$ cat src/rtl/fb_pkg.sv
// Shared definitions for the character framebuffer: geometry, cell word layout
// and the write-scheduler state encoding.
package fb_pkg;

   localparam int COLS  = 80;
   localparam int ROWS  = 30;
   localparam int CELLS = COLS * ROWS;
   localparam int AW    = 12;
   localparam int DW    = 11;

   // cell word = {colour[2:0], char[7:0]}
   localparam int CHAR_LSB   = 0;
   localparam int CHAR_W     = 8;
   localparam int COLOUR_LSB = CHAR_LSB + CHAR_W;
   localparam int COLOUR_W   = 3;

   localparam logic [DW-1:0] CLEAR_WORD = 11'h020;
   localparam logic [AW-1:0] LAST_CELL  = AW'(CELLS - 1);

   typedef enum logic [1:0] {
      ST_IDLE   = 2'd0,
      ST_ACTIVE = 2'd1,
      ST_CLEAR  = 2'd2
   } fb_state_e;

   function automatic logic cell_in_range(input logic [AW-1:0] addr);
      return addr < AW'(CELLS);
   endfunction

endpackage

$ cat src/rtl/rr_arbiter2.sv
// Two-way round-robin arbiter; the pointer moves to the other side whenever a
// grant is given, so a lone requester also hands priority away.
module rr_arbiter2 (
   input  logic clock,
   input  logic reset,
   input  logic en,
   input  logic req_a,
   input  logic req_b,
   output logic gnt_a,
   output logic gnt_b
);

   logic ptr_b;

   always_comb begin
      gnt_a = 1'b0;
      gnt_b = 1'b0;
      if (en) begin
         if (req_a && req_b) begin
            gnt_a = !ptr_b;
            gnt_b = ptr_b;
         end else begin
            gnt_a = req_a;
            gnt_b = req_b;
         end
      end
   end

   always_ff @(posedge clock) begin
      if (reset)
         ptr_b <= 1'b0;
      else if (gnt_a)
         ptr_b <= 1'b1;
      else if (gnt_b)
         ptr_b <= 1'b0;
   end

endmodule

$ cat src/rtl/fb_write_scheduler.sv
// Schedules framebuffer writes from two requesters and the clear engine,
// issuing them only during vertical blanking.
//
// state  | meaning
// IDLE   | active video, no writes, readys low
// ACTIVE | vblank, serving port A / port B round-robin
// CLEAR  | vblank, sweeping CLEAR_WORD over all cells from clr_addr
module fb_write_scheduler
   import fb_pkg::*;
(
   input  logic          clock,
   input  logic          reset,
   input  logic          vblank,
   input  logic          a_valid,
   output logic          a_ready,
   input  logic [AW-1:0] a_addr,
   input  logic [DW-1:0] a_data,
   input  logic          b_valid,
   output logic          b_ready,
   input  logic [AW-1:0] b_addr,
   input  logic [DW-1:0] b_data,
   input  logic          clear_req,
   output logic          mem_we,
   output logic [AW-1:0] mem_addr,
   output logic [DW-1:0] mem_data,
   output logic          busy,
   output logic          clear_done,
   output logic          err_oob
);

   fb_state_e     state, state_nxt;
   logic          clear_pend;
   logic [AW-1:0] clr_addr;

   logic          serve_en;
   logic          a_fire, b_fire, req_fire;
   logic [AW-1:0] req_addr;
   logic [DW-1:0] req_data;
   logic          clr_wr, clr_last;
   logic          wr_en, oob;
   logic [AW-1:0] wr_addr;
   logic [DW-1:0] wr_data;

   // Holding readys low while a clear is pending lets the sweep start cleanly.
   assign serve_en = (state == ST_ACTIVE) && vblank && !clear_pend;

   rr_arbiter2 u_arb (
      .clock (clock),
      .reset (reset),
      .en    (serve_en),
      .req_a (a_valid),
      .req_b (b_valid),
      .gnt_a (a_ready),
      .gnt_b (b_ready)
   );

   always_comb begin
      a_fire    = a_valid && a_ready;
      b_fire    = b_valid && b_ready;
      req_fire  = a_fire || b_fire;
      req_addr  = a_fire ? a_addr : b_addr;
      req_data  = a_fire ? a_data : b_data;
      clr_wr    = (state == ST_CLEAR) && vblank;
      clr_last  = clr_wr && (clr_addr == LAST_CELL);
      oob       = req_fire && !cell_in_range(req_addr);
      wr_en     = clr_wr || (req_fire && cell_in_range(req_addr));
      wr_addr   = clr_wr ? clr_addr : req_addr;
      wr_data   = clr_wr ? CLEAR_WORD : req_data;
   end

   always_comb begin
      state_nxt = state;
      case (state)
         ST_IDLE: begin
            if (vblank)
               state_nxt = clear_pend ? ST_CLEAR : ST_ACTIVE;
         end
         ST_ACTIVE: begin
            if (!vblank)
               state_nxt = ST_IDLE;
            else if (clear_pend)
               state_nxt = ST_CLEAR;
         end
         ST_CLEAR: begin
            if (!vblank)
               state_nxt = ST_IDLE;
            else if (clr_last)
               state_nxt = ST_ACTIVE;
         end
         default: state_nxt = ST_IDLE;
      endcase
   end

   always_ff @(posedge clock) begin
      if (reset)
         state <= ST_IDLE;
      else
         state <= state_nxt;
   end

   // A clear request landing on the final sweep write re-arms one more sweep.
   always_ff @(posedge clock) begin
      if (reset) begin
         clear_pend <= 1'b0;
         clr_addr   <= '0;
      end else begin
         if (clr_last)
            clear_pend <= clear_req;
         else if (clear_req)
            clear_pend <= 1'b1;

         if (clr_last)
            clr_addr <= '0;
         else if (clr_wr)
            clr_addr <= clr_addr + AW'(1);
      end
   end

   always_ff @(posedge clock) begin
      if (reset) begin
         mem_we     <= 1'b0;
         mem_addr   <= '0;
         mem_data   <= '0;
         clear_done <= 1'b0;
         err_oob    <= 1'b0;
      end else begin
         mem_we     <= wr_en;
         clear_done <= clr_last;
         err_oob    <= oob;
         if (wr_en) begin
            mem_addr <= wr_addr;
            mem_data <= wr_data;
         end
      end
   end

   assign busy = clear_pend;

endmodule

$ cat config.mk
export PLATFORM = sky130hd
export DESIGN_NAME = fb_write_scheduler
export DESIGN_NICKNAME = d
export VERILOG_FILES = /design/src/rtl/fb_pkg.sv /design/src/rtl/rr_arbiter2.sv /design/src/rtl/fb_write_scheduler.sv
export SDC_FILE = /design/constraint.sdc
export NUM_CORES = 1
export LEC_CHECK = 0
export ABC_CLOCK_PERIOD_IN_PS = 2900
export BUFFER_PORTS_ARGS = -buffer_cell sky130_fd_sc_hd__buf_2
export CAP_MARGIN = 15
export CELL_PAD_IN_SITES_DETAIL_PLACEMENT = 1
export CELL_PAD_IN_SITES_GLOBAL_PLACEMENT = 1
export CORE_MARGIN = 10
export CORE_UTILIZATION = 35
export DETAILED_ROUTE_END_ITERATION = 8
export PLACE_DENSITY = 0.88
export SETUP_SLACK_MARGIN = 0.2
export SYNTH_ARGS = -nofsm -noshare
export SYNTH_HDL_FRONTEND = slang
export SYNTH_SLANG_ARGS = --single-unit
$ cat constraint.sdc
create_clock -name clock -period 2.9 [get_ports clock]
set_input_delay 0.58 -clock clock [delete_from_list [all_inputs] [get_ports clock]]
set_output_delay 0.58 -clock clock [all_outputs]
set_load 0.05 [all_outputs]
; Word level (Yosys, flattened, before mapping)
; Cells that the tools add are included.
[word_totals]
register_bits = 42
output_inout_bits = 29
wordCells = 55
[op_classes]
add_sub_neg = 1
magnitude_cmp = 1
n_eq_ne = 6
muxes = 19
reduce_logical = 19
[op_table]
columns = cell, n
row1 = 2-to-1 mux 12 bit, 2
row2 = 2-to-1 mux 11 bit, 2
row3 = "adder 12 x 1 -> 12 bit, second input constant", 1
row4 = "equality test 12 bit, second input constant", 1
row5 = "< comparator 12 bit, second input constant", 1
row6 = 2-to-1 mux 2 bit, 6
row7 = logical AND 1 bit, 9
row8 = 2-to-1 mux 1 bit, 8
row9 = "inequality test 3 bit, second input constant", 2
row10 = case mux 2 bit (3 select lines), 1
row11 = nonzero test 2 bit, 2
row12 = zero test 1 bit, 3
row13 = AND reduction 3 bit, 1
row14 = "equality test 2 x 1 -> 1 bit, second input constant", 1
row15 = "equality test 2 bit, second input constant", 1
row16 = zero test 2 bit, 1
row17 = logical OR 1 bit, 2
row18 = "inequality test 2 bit, second input constant", 1
row19 = OR reduction 2 bit, 1

; Depth between registers and ports, before layout
[depth]
ltp_word = 9
depth_mapped = 7
mapped_depth_nobuf = 6

; By module
; A second synthesis with hierarchy kept.
[unflattened]
cells_unflattened = 220
area_unflattened_um2 = 1988.2
[by_module_without_submodules]
columns = module, instances, cells_per_inst, area_per_inst_um2, seq_area_each_um2
row1 = fb_write_scheduler, 1, 212, 1933.1, 820.8
row2 = rr_arbiter2, 1, 8, 55.1, 20.0

; Worst setup path before layout
; OpenSTA, ideal clock, no wires.
[synth_timing]
kind = flip-flop to flip-flop
start = reg clear_pend (netlist: busy)
end = reg mem_data[0]
t_arrival_ns = 2.204
slack_ns = 0.608
stages_incl_launch_ff = 7
path_buffers = 1
synth_period_minus_slack_ns = 2.292
path_cell_list = dfxtp_1 nand4bb_1 nor3_2 o2bb2ai_4 buf_6 nor2_2 a311oi_2
[synth_via]
elab_cells_between_ends = 13
cone_classes = order compare (1) / mux (5) / reduce/logical (7)
[synth_rtl]
columns = item, line
row1 = start: declaration, fb_write_scheduler.sv:32  ; logic clear_pend;
row2 = start signal: assignment, fb_write_scheduler.sv:108  ; clear_pend <= clear_req;
row3 = zero test 1 bit, fb_write_scheduler.sv:45  ; assign serve_en = (state == ST_ACTIVE) && vblank && !clear_pend;
row4 = logical AND 1 bit, fb_write_scheduler.sv:45
row5 = 2-to-1 mux 1 bit, rr_arbiter2.sv:18  ; if (en) begin
row6 = via b_ready, fb_write_scheduler.sv:19  ; output logic b_ready,
row7 = logical AND 1 bit, fb_write_scheduler.sv:59  ; b_fire = b_valid && b_ready;
row8 = logical OR 1 bit, fb_write_scheduler.sv:60  ; req_fire = a_fire || b_fire;
row9 = logical AND 1 bit, fb_write_scheduler.sv:66  ; wr_en = clr_wr || (req_fire && cell_in_range(req_addr));
row10 = logical OR 1 bit, fb_write_scheduler.sv:66
row11 = end signal: assignment, fb_write_scheduler.sv:132  ; mem_data <= wr_data;
row12 = end: declaration, fb_write_scheduler.sv:25  ; output logic [DW-1:0] mem_data,
; The timed path passes the listed nets, and every way through them passes these cells.
; A chain may end at the register's enable or synchronous reset.

; Final worst setup path
[layout_timing]
start = reg clear_pend (netlist: busy)
end = out a_ready
[layout_via]
elab_chain_len = 3
[layout_lines]
columns = item, line
row1 = zero test 1 bit, fb_write_scheduler.sv:45
row2 = logical AND 1 bit, fb_write_scheduler.sv:45
row3 = 2-to-1 mux 1 bit, rr_arbiter2.sv:18
row4 = end: declaration, fb_write_scheduler.sv:15  ; output logic a_ready,
; Every way passes these cells.

==> impl_metrics.py <==
metrics = {
    "die": {
        "fp.dieArea_um2": 9670,
        "fp.dieW_um": 98.3,
        "start_util_pct": 36.1,
        "core_um2": 5960,
        "row_count": 28,
        "ioPinCount": 81,
        "die_h_um": 98.3,
    },
    "global_route": {
        "grt_overflow_total": 0,
        "antenna_found_initial": 0,
        "grt_start_max_net_pins": 42,
        "grt.total_usage_pct": 14.3,
        "grt_pass1_vias": 2282,
        "grt_pass1_wl_mm": 11.5,
    },
    "critical_path": {
        "start_kind": "flip-flop",
        "timing.rr.end": "clr_addr[10]$_SDFFE_PP0P_",
        "worstRegToRegCells": 5,
        "critPathKind": "reg -> out",
        "startpoint": "busy$_SDFFE_PP0P_",
        "worstReg2RegStart": "state[1]$_SDFFE_PP0P_",
        "critical_path.endpoint": "a_ready",
        "required_ns": 2.32,
        "crit_path_max_fanout": 23,
        "cp.arrival_ns": 1.73,
        "critPathCaptureType": "output pin",
        "rrSetupSlack_ns": 0.97,
    },
    "finish": {
        "num-fill-cells": 747,
        "final_layout_size_suffix_gt1_share_pct": 36.3,
        "final_cell_mix": "buf_2, nand2_1, dfxtp_1",
        "stdcell_count": 406,
        "regArea_um2": 841,
        "layout_commonest_cell": "buf_2",
        "num_antenna_cells": 0,
        "multiInputGateArea_um2": 1210,
        "area_delta_synth_final_pct": 26.2,
        "fin_nets": 383,
    },
    "synthesis": {
        "synth_edf_count": 0,
        "ys_seq_area_share_pct": 39.1,
        "synth_top_family_by_area": "simple AND/OR/NAND/NOR gates",
        "netlist.top_cell.by_area": "dfxtp_1",
        "synth_mux_area_share_pct": 5.47,
        "synth_top_area_share_pct": 39.1,
        "synth_xor_xnor_area_share_pct": 4.48,
        "async_flop_share_pct": 0,
        "yosys_register_bits": 42,
        "synth_compound_area_share_pct": 17.0,
        "syn_avg_cell_area_um2": 8.56,
        "synthFlopType": "dfxtp_1",
        "ys_types": 41,
        "syn_inst": 251,
        "ys_warn_count": 0,
        "synth_fa_ha_area_share_pct": 0.582,
        "syn-num-nets": 304,
        "yosys-top-cells-area": "dfxtp_1, nand2_1, a311oi_2, nor2_1, o311a_1",
        "yosys.area_share.simple_pct": 28.7,
        "syn_area_um2": 2150,
    },
    "run_status": {
        "status": "finished clean",
    },
    "clock_network": {
        "root_buffer": "clkbuf_8",
        "clk_latency_ns": 0.30,
        "cts_resized": 0,
        "cts.path.max_buffers": 2,
        "cts_tree": "yes",
        "clock-sinks": 42,
        "cts_setup_buffers": 0,
        "htreeDepth": 2,
        "path_clk_slew_ns": 0.08,
        "holdBufCountCts": 0,
        "numCtsBuffers": 5,
    },
    "sta": {
        "hold_viol_final": 0,
        "fin_skew_ns": 0.00965,
        "worst_pin_slew_ns": 0.598,
        "rsz0062_at_grt": "no",
        "setup_viol": 0,
        "slew_headroom_pct": 60.0,
        "finalCriticalPeriod_ns": 2.31,
        "max_freq_mhz": 432,
        "drv_slew": 0,
        "timing.final.crit_share_pct": 79.8,
        "final.setup.tns_ns": 0,
    },
    "route": {
        "firstDrtPassIters": 5,
        "wl_mm": 7.09,
        "drcViolationCount": 0,
        "wire_per_inst_um": 17.5,
        "post_drt_via_cell_ratio": 5.12,
        "drtIter0Drc": 90,
        "route.vias.total": 2078,
        "ant_nets": 0,
    },
    "placement": {
        "numPortBuffers": 80,
        "hpwl_mm": 5.59,
        "post-place-cells": 397,
        "place_congestion": 0.845,
    },
    "worst_hold_path": {
        "hold_class": "in -> reg",
    },
    "flow_run": {
        "cap_viol_max_count": 0,
    },
    "power_and_ir_drop": {
        "p_per_area_nw_per_um2": 459,
        "p_leak_nw": 1.20,
        "ir_worst_vdd_v": 0.000173,
    },
}
critical path, stage by stage, from the launching register on:
cell,delay (ns)
dfxtp_1,0.36
and4bb_1,0.34
nand2_2,0.11
buf_4,0.25
inv_1,0.10
buf_2,0.26
state kept, by name, summed over array words and instances (netlist names):
signal / flops
clr_addr: 12
mem_addr: 12
mem_data: 11
state: 2
busy: 1
clear_done: 1
err_oob: 1
mem_we: 1
u_arb.ptr_b: 1
cell type report:
class,count,share of cell area (%)
Multi-Input combinational cell,193,44.6
Sequential cell,42,31.0
Timing Repair Buffer,84,16.3
Tap cell,75,3.46
Clock buffer,6,2.68
Clock inverter,2,1.39
Inverter,4,0.554
worst min path at each step:
stage	cells after the start	end	start	slack, ns
global route	3	busy$_SDFFE_PP0P_	clear_req	0.51
detailed placement	2	mem_addr[11]$_SDFFE_PP0P_	mem_addr[11]$_SDFFE_PP0P_	0.50
global placement	2	mem_addr[11]$_SDFFE_PP0P_	mem_addr[11]$_SDFFE_PP0P_	0.46
CTS	3	busy$_SDFFE_PP0P_	clear_req	0.50
finish	3	busy$_SDFFE_PP0P_	clear_req	0.49
floorplan	2	mem_addr[1]$_SDFFE_PP0P_	clr_addr[1]$_SDFFE_PP0P_	0.46
synthesized netlist by cell type, drive strengths merged, types with 2 or more instances:
cell type / number
clkbuf: 2
nand3: 13
mux2: 6
nor2b: 3
nor3: 4
o311a: 7
a21boi: 2
a311oi: 10
xor2: 8
xnor2: 3
and3: 3
mux2i: 5
o21ai: 10
nor2: 44
buf: 10
a21oi: 6
dfxtp: 42
nand2: 53
inv: 4
report_power, final:
group	leakage, nW	internal [W]	total (W)	switching (W)
clock	0.0514	0.000257	0.000473	0.000216
sequential	0.340	0.000589	0.000598	0.00000894
combinational	0.809	0.0000632	0.000172	0.000109
total	1.20	0.000909	0.00124	0.000334
kinds of logic (layout without fill, tap and decap cells):
logic type / Yosys count / after routing
XOR/XNOR: 11 / 11
AO/OA/AOI/OAI: 39 / 39
buffers and inverters: 16 / 96
multiplexers: 11 / 11
adder cells (fa/ha/maj): 1 / 1
flip-flops: 42 / 42
AND/OR/NAND/NOR: 131 / 131
per-layer routing:
metal  global-route usage, %  wire, um  share of wire [%]
met3                    5.14       494                7.0
met2                    24.7      3430                 48
met5                       0         0                  0
met1                    16.8      3120                 44
met4                    2.32        43               0.61
metrics by stage:
stage	hold slack, ns	power, W	setup slack (ns)	area (um2)	util, %
floorplan	0.458	0.000714	0.608	2150	-
global placement	0.462	0.000779	0.390	2580	43.3
detailed placement	0.504	0.000784	0.287	2580	43.3
CTS	0.495	0.00125	0.578	2690	45.2
global route	0.511	0.00130	0.487	2710	45.5
finish	0.492	0.00124	0.587	2710	45.5
No activity file was read; power rests on OpenSTA's default activity.
